[src/rtl/uart_tx_arbiter.sv]
// Round-robin arbiter that shares one UART transmitter between NUM_REQ byte-stream
// clients, holding the grant for a whole packet so messages never interleave.
module uart_tx_arbiter #(
  parameter int NUM_REQ      = 4,
  parameter int ID_W         = 2,
  parameter int HOLD_TIMEOUT = 1024
) (
  input  logic                 clk,
  input  logic                 rst,
  input  logic [NUM_REQ-1:0]   req_valid,
  input  logic [8*NUM_REQ-1:0] req_data,
  input  logic [NUM_REQ-1:0]   req_last,
  output logic [NUM_REQ-1:0]   req_ready,
  output logic [7:0]           tx_data,
  output logic                 tx_send,
  input  logic                 tx_busy,
  output logic [ID_W-1:0]      grant_id,
  output logic                 active
);

  localparam int CNT_W = $clog2(HOLD_TIMEOUT + 1);
  localparam logic [CNT_W-1:0] CNT_LAST = CNT_W'(HOLD_TIMEOUT - 1);
  localparam logic [ID_W-1:0]  ID_LAST  = ID_W'(NUM_REQ - 1);

  typedef enum logic [2:0] {IDLE, SEND, WAIT_BUSY, WAIT_DONE, HOLD} state_t;

  state_t           state, state_next;
  logic [ID_W-1:0]  ptr, cand, rr_idx, sel_idx, grant_inc;
  logic             rr_found, accept, release_grant, cnt_clr, cnt_inc, last_q;
  logic [CNT_W-1:0] hold_cnt;

  // Scan from the farthest candidate to the nearest so the nearest valid client wins.
  always_comb begin
    rr_found = 1'b0;
    rr_idx   = ptr;
    cand     = ptr;
    for (int k = NUM_REQ - 1; k >= 0; k--) begin
      cand = ID_W'((int'(ptr) + k) % NUM_REQ);
      if (req_valid[cand]) begin
        rr_found = 1'b1;
        rr_idx   = cand;
      end
    end
  end

  assign grant_inc = (grant_id == ID_LAST) ? '0 : grant_id + 1'b1;

  always_ff @(posedge clk or posedge rst) begin
    if (rst) state <= IDLE;
    else     state <= state_next;
  end

  always_comb begin
    state_next    = state;
    req_ready     = '0;
    tx_send       = 1'b0;
    accept        = 1'b0;
    release_grant = 1'b0;
    cnt_clr       = 1'b0;
    cnt_inc       = 1'b0;
    sel_idx       = grant_id;
    case (state)
      IDLE: begin
        if (rr_found) begin
          req_ready[rr_idx] = 1'b1;
          accept            = 1'b1;
          sel_idx           = rr_idx;
          state_next        = SEND;
        end
      end
      SEND: begin
        tx_send    = 1'b1;
        state_next = WAIT_BUSY;
      end
      WAIT_BUSY: begin
        if (tx_busy) state_next = WAIT_DONE;
      end
      WAIT_DONE: begin
        if (!tx_busy) begin
          if (last_q) begin
            release_grant = 1'b1;
            state_next    = IDLE;
          end else begin
            cnt_clr    = 1'b1;
            state_next = HOLD;
          end
        end
      end
      HOLD: begin
        // Only the locked client may continue; a silent client loses the lock.
        if (req_valid[grant_id]) begin
          req_ready[grant_id] = 1'b1;
          accept              = 1'b1;
          state_next          = SEND;
        end else if (hold_cnt == CNT_LAST) begin
          release_grant = 1'b1;
          state_next    = IDLE;
        end else begin
          cnt_inc = 1'b1;
        end
      end
      default: state_next = IDLE;
    endcase
  end

  always_ff @(posedge clk or posedge rst) begin
    if (rst) begin
      ptr      <= '0;
      tx_data  <= '0;
      grant_id <= '0;
      active   <= 1'b0;
      last_q   <= 1'b0;
      hold_cnt <= '0;
    end else begin
      if (accept) begin
        tx_data  <= req_data[{sel_idx, 3'b000} +: 8];
        grant_id <= sel_idx;
        last_q   <= req_last[sel_idx];
        active   <= 1'b1;
      end
      if (release_grant) begin
        active <= 1'b0;
        ptr    <= grant_inc;
      end
      if (cnt_clr)      hold_cnt <= '0;
      else if (cnt_inc) hold_cnt <= hold_cnt + 1'b1;
    end
  end

endmodule

[config.mk]
export PLATFORM = sky130hd
export DESIGN_NAME = uart_tx_arbiter
export DESIGN_NICKNAME = d
export VERILOG_FILES = /design/src/rtl/uart_tx_arbiter.sv
export SDC_FILE = /design/constraint.sdc
export NUM_CORES = 1
export LEC_CHECK = 0
export CAP_MARGIN = 10
export CORE_ASPECT_RATIO = 0.7
export CORE_MARGIN = 8
export CORE_UTILIZATION = 25
export CTS_CLUSTER_SIZE = 10
export DETAILED_ROUTE_END_ITERATION = 6
export GPL_TIMING_DRIVEN = 0
export PLACE_DENSITY = 0.57
export REMOVE_ABC_BUFFERS = 1
export SETUP_SLACK_MARGIN = 0.02
export SYNTH_ARGS = -nofsm -noshare
export SYNTH_HDL_FRONTEND = slang
export SYNTH_SLANG_ARGS = --single-unit
[constraint.sdc]
create_clock -name clk -period 3.4 [get_ports clk]
set_input_delay 0.68 -clock clk [delete_from_list [all_inputs] [get_ports clk]]
set_output_delay 0.68 -clock clk [all_outputs]
set_load 0.02 [all_outputs]
Word level (Yosys, flattened, before mapping)
Index checks and enable logic that the tools add are counted.
{"block": "totals", "register_bits": 28, "in_bits": 43, "output_inout_bits": 16, "wordCells": 94}
{"block": "op_classes", "addsub": 5, "magnitude_cmp": 9, "n_eq_ne": 10, "shift": 1, "mux": 56, "reduce_logical": 6}
{"operator": "variable part select 32 x 6 -> 8 bit", "count": 1}
{"operator": "2-to-1 mux 1 bit", "count": 27}
{"operator": "2-to-1 mux 11 bit", "count": 2}
{"operator": "< comparator 2 x 3 -> 1 bit, second input constant", "count": 7}
{"operator": "2-to-1 mux 3 bit", "count": 6}
{"operator": "one-hot mux 3 bit (5 select lines)", "count": 1}
{"operator": "2-to-1 mux 2 bit", "count": 7}
{"operator": "binary-select mux 1 bit (select 2 bit)", "count": 6}
{"operator": "adder 11 x 1 -> 11 bit, second input constant", "count": 1}
{"operator": "== test 11 x 10 -> 1 bit, second input constant", "count": 1}
{"operator": "2-to-1 mux 4 bit", "count": 2}
{"operator": "one-hot mux 4 bit (2 select lines)", "count": 1}
{"operator": "== test 3 x 2 -> 1 bit, second input constant", "count": 2}
{"operator": "!= test 2 bit, second input constant", "count": 3}
{"operator": "adder 2 x 1 -> 2 bit, second input constant", "count": 2}
{"operator": "adder 2 bit, second input constant", "count": 2}
{"operator": "demux 1 bit (select 2 bit)", "count": 2}
{"operator": ">= comparator 2 x 1 -> 1 bit, second input constant", "count": 2}
{"operator": "one-hot mux 1 bit (2 select lines)", "count": 2}
{"operator": "AND reduction 4 bit", "count": 1}
{"operator": "nonzero test 2 bit", "count": 2}
{"operator": "== test 3 x 1 -> 1 bit, second input constant", "count": 1}
{"operator": "== test 3 bit, second input constant", "count": 1}
{"operator": "logical NOT 3 bit", "count": 1}
{"operator": "other kinds (3)", "count": 4}

Depth between registers and ports, before layout
{"block": "depth", "ltp_word": 13, "mapped_depth": 8, "mapped_depth_nobuf": 6}

Worst setup path before layout
Ideal clock, no wire load.
{"block": "synth_timing", "path_kind": "input -> output", "start": "in req_valid[2]", "end": "out req_ready[1]", "arrival_time_ns": 1.920, "required_ns": 2.720, "slack_ns": 0.800, "stages": 4, "n_path_buf": 0, "path_cell_list": "nor2b_1 > a2111oi_0 > nor2_1 > o21ai_0"}
{"block": "synth_between", "elab_chain_len": 12, "elab_cells_between_ends": 26, "classes_between": "order compare (2); mux (23); reduce/logical (1)"}
{"item": "start: declaration", "line_no": "10", "rtl": "input logic [NUM_REQ-1:0] req_valid,"}
{"item": "binary-select mux 1 bit (select 2 bit)", "line_no": "39", "rtl": "if (req_valid[cand]) begin"}
{"item": "2-to-1 mux 1 bit (not written as such)", "line_no": "39"}
{"item": "2-to-1 mux 2 bit (4 in a row)", "line_no": "39"}
{"item": "< comparator 2 x 3 -> 1 bit (not written as such) or >= comparator 2 x 1 -> 1 bit (tied branches)", "line_no": "65", "rtl": "req_ready[rr_idx] = 1'b1;"}
{"item": "logical AND 1 bit (not written as such)", "line_no": "65"}
{"item": "2-to-1 mux 1 bit (not written as such)", "line_no": "65"}
{"item": "demux 1 bit (select 2 bit)", "line_no": "65"}
{"item": "2-to-1 mux 4 bit", "line_no": "64", "rtl": "if (rr_found) begin"}
{"item": "one-hot mux 4 bit (2 select lines) (*)", "line_no": "62", "rtl": "case (state)"}
{"item": "end: declaration", "line_no": "13", "rtl": "output logic [NUM_REQ-1:0] req_ready,"}
Every way passes the cells marked *; elsewhere a longest branch is shown, timed or not. The select of a mux whose other input is x is not followed.

Worst setup path after layout
Ends and elaborated chain as after synthesis.

==> results.txt <==
After synthesis, the cell types taking the most area are sky130_fd_sc_hd__dfrtp_1 40%, sky130_fd_sc_hd__mux2i_1 10%, sky130_fd_sc_hd__nand2_1 4.5%. The headroom to the max-slew limit came out at 40.2%. For this run, the leading register cell type out of synthesis is sky130_fd_sc_hd__dfrtp_1.

The final instance count without filler cells came out at 337. The synthesized instance count is 186. The flow ran to the end, and the final reports show no timing, DRC or antenna violations. The worst hold path belongs to the class register to register. Signal routing reaches up to met3. The cell with the most instances after synthesis is sky130_fd_sc_hd__dfrtp_1.

The minimum hold slack came out at 0.498 ns. The CTS sink count is 28. The number of optimization iterations in the first detailed-route pass came out at 4.

The number of DRC violations after detailed routing came out at 0. The share of the cycle needed by the critical path after routing came out at 97.6%. The fraction of the yosys area taken by sequential cells came out at 39.7%. The final count of hold timing violations is 0.

The slew at the pin closest to its max-slew limit is 0.893 ns. The count of final setup violators came out at 0. The overall power of the completed layout came out at 0.00163 W.

The total instance count after detailed placement is 332. Once detail routing completed, the nets flagged for antenna violations numbered 0. The global-route usage over all layers is 9.92%. The starting utilization of the core area came out at 26.0%.

The root buffer cell chosen for the clock tree is sky130_fd_sc_hd__clkbuf_8. TritonCTS built the clock tree. The tool flagged a number of max-cap violations equal to 0. The floorplan die area came out at 10100 um^2. The critical path is of the input port to output port type.

The number of placed I/O pins came out at 59. Dividing the synthesized area by the synthesized cell count gives 9.50 um^2. The clock reaches the later pin of the worst-skew pair after 0.27 ns.

The leakage dissipation is 1.08 nW. The die boundary width is 116 um. The number of antenna violations at the first check in global routing was 0. The Yosys step of the flow raised 0 warnings. The distinct cell type count of the synthesized netlist is 43. The total length of routed wires came out at 4.87 mm. The proportion of layout cells with a drive suffix above 1 is 6.58%.

The data arrival time of the critical path came out at 2.64 ns. After floorplanning, the core was divided into 25 placement rows. In this run, synthesis produced a sequential element count of 28. Prior to clock tree synthesis, the placed netlist has a worst setup slack of -0.547 ns. The required time of the critical path is 2.72 ns. The core area is 6790 um^2. The total negative slack came out at 0 ns.

0 antenna diodes ended up in the layout. The number of hold buffers added after CTS was 0. STA classifies the critical path endpoint as an output port. The overflow left after global routing is 0. Of all cell types, the one taking the most synthesized area is sky130_fd_sc_hd__dfrtp_1. The routed layout has 1563 vias. The minimum setup slack in the final design came out at 0.0813 ns. Detailed routing placed a total of 458 um of wire on met3. The worst clock skew is 0.00484 ns.

Detailed routing placed a total of 2.12 mm of wire on met2. The clock period minus final worst setup slack came out at 3.32 ns. The wire length per cell is 14.4 um. For this run, asynchronously set or reset flops after synthesis account for 100%.

The layout net count came out at 292. The detailed-placement wirelength estimate came out at 3.91 mm. The wire length of the first global-routing pass came out at 8.18 mm. The maximum number of pins on one net before global-route repair is 29. The maximum clock path buffer count came out at 2. The largest vdd supply drop came out at 0.000253 V.

Clock-pin slew was measured on the worst setup and hold paths at 0.10 ns. The count of flip-flops with a built-in enable after synthesis came out at 0. The final RePlAce weighted congestion is 0.767.

The post-route met1 wirelength is 2.29 mm. The setup slack of the worst register-to-register path is 0.89 ns. The power density over the cells came out at 637 nW/um^2. By count the netlist is led by 28 x sky130_fd_sc_hd__dfrtp_1, 21 x sky130_fd_sc_hd__nand2_1, 18 x sky130_fd_sc_hd__mux2i_1, 15 x sky130_fd_sc_hd__nor2_1, 12 x sky130_fd_sc_hd__inv_1. The number of slew-limit violations in the final report is 0.

The maximum achievable frequency came out at 301 MHz. Dividing the detail-routed via count by the number of cells gives 4.64. CTS built an H-tree with a depth of 1. The top cell type's share of synthesized area came out at 39.7%.

The CTS buffer count came out at 3. Setup repair after global routing left no endpoint under its margin. STA classifies the critical path startpoint as an input port. From synthesis to final layout, the design area changed by 44.8%. The floorplan step set the die height to 86.3 um. The cell area after synthesis is 1770 um^2. After the first detailed-routing iteration, the DRC count stood at 68. The total of buffers placed on input and output ports came out at 58. The top fanout value on the critical path came out at 5. The number of global-route vias before repair is 1650.
cell families after synthesis:
group / after synthesis / synth area share [%]
flops: 28 / 39.7
compound gates: 38 / 15.9
buf+inv: 19 / 4.46
mux: 21 / 12.7
fa+ha+maj: 5 / 3.54
xor+xnor: 5 / 2.48
simple gates: 70 / 21.2
power breakdown:
group	internal, W	leakage [nW]	switching, W
Combinational	0.000424	0.685	0.000465
Clock	0.000104	0.0288	0.000102
Sequential	0.000433	0.361	0.000102
Total	0.000961	1.08	0.000669
stage by stage:
| stage | utilization, % | instance area [um^2] |
|---|---|---|
| 3_5_place_dp | 36.2 | 2460 |
| 5_1_grt | 37.7 | 2560 |
| 2_1_floorplan | - | 1730 |
| 4_1_cts | 37.3 | 2530 |
| 6_report | 37.7 | 2560 |
| 3_3_place_gp | 35.8 | 2430 |
what timing repair did:
item,4_1_cts,5_1_grt
buffers inserted,0,0
gates resized for setup,9,3
cloned,0,0
endpoints found under the setup margin,4,1
routing by layer:
metal / GRT usage, % / vias up
li1: - / 789
met1: 12.5 / 728
met2: 15.8 / 46
met3: 4.37 / 0
met4: 0.703 / 0
met5: 0 / -
state kept, by name (all words and copies together), names as in the netlist:
| register | flops |
|---|---|
| active | 1 |
| grant_id | 2 |
| hold_cnt | 11 |
| last_q | 1 |
| ptr | 2 |
| state | 3 |
| tx_data | 8 |
cell type report:
type | count | area [um^2]
Clock buffer | 4 | 55.1
Fill cell | 706 | 4230
Inverter | 12 | 45.0
Multi-Input combinational cell | 139 | 1030
Sequential cell | 28 | 701
Tap cell | 94 | 118
Timing Repair Buffer | 60 | 614
path summary, 6_finish.rpt:
check,start,end,cells after the start
max,req_valid[2],req_ready[1],6
min,tx_data[3],tx_data[3],2
max reg2reg,grant_id[0],ptr[0],5
min in group asynchronous,rst,tx_data[3],2
max in group asynchronous,rst,hold_cnt[0],3
min reg2reg,tx_data[3],tx_data[3],2
critical path: stages:
cell,delay [ns]
sky130_fd_sc_hd__clkdlybuf4s50_1,0.53
sky130_fd_sc_hd__nor2b_1,0.23
sky130_fd_sc_hd__a21o_1,0.18
sky130_fd_sc_hd__a2111o_1,0.48
sky130_fd_sc_hd__o21ai_0,0.17
sky130_fd_sc_hd__dlygate4sd2_1,0.37
placed cells by master, fill, tap and decap left out, types with 2 or more instances in the layout:
master,netlist,routed
sky130_fd_sc_hd__mux2_1,2,2
sky130_fd_sc_hd__a31oi_1,2,2
sky130_fd_sc_hd__a22o_1,2,2
sky130_fd_sc_hd__nand2_1,21,20
sky130_fd_sc_hd__clkbuf_8,0,4
sky130_fd_sc_hd__nor2b_1,3,3
sky130_fd_sc_hd__nand4_1,2,2
sky130_fd_sc_hd__xnor2_1,4,4
sky130_fd_sc_hd__clkdlybuf4s50_1,0,54
sky130_fd_sc_hd__nand2b_1,5,5
sky130_fd_sc_hd__nor3b_1,2,2
sky130_fd_sc_hd__ha_1,5,5
sky130_fd_sc_hd__o21ai_0,6,6
sky130_fd_sc_hd__and3_1,2,2
sky130_fd_sc_hd__nor3_1,2,2
sky130_fd_sc_hd__a21oi_1,7,7
sky130_fd_sc_hd__o221ai_1,9,9
sky130_fd_sc_hd__a211oi_1,2,2
sky130_fd_sc_hd__mux2i_1,18,18
sky130_fd_sc_hd__nand3_1,6,6
sky130_fd_sc_hd__dfrtp_1,28,28
sky130_fd_sc_hd__inv_1,12,12
sky130_fd_sc_hd__a21o_1,4,4
sky130_fd_sc_hd__nor4_1,3,3
sky130_fd_sc_hd__or4_4,1,2
sky130_fd_sc_hd__nor2_1,15,15
sky130_fd_sc_hd__dlygate4sd2_1,0,3
No activity file was read; power rests on OpenSTA's default activity.
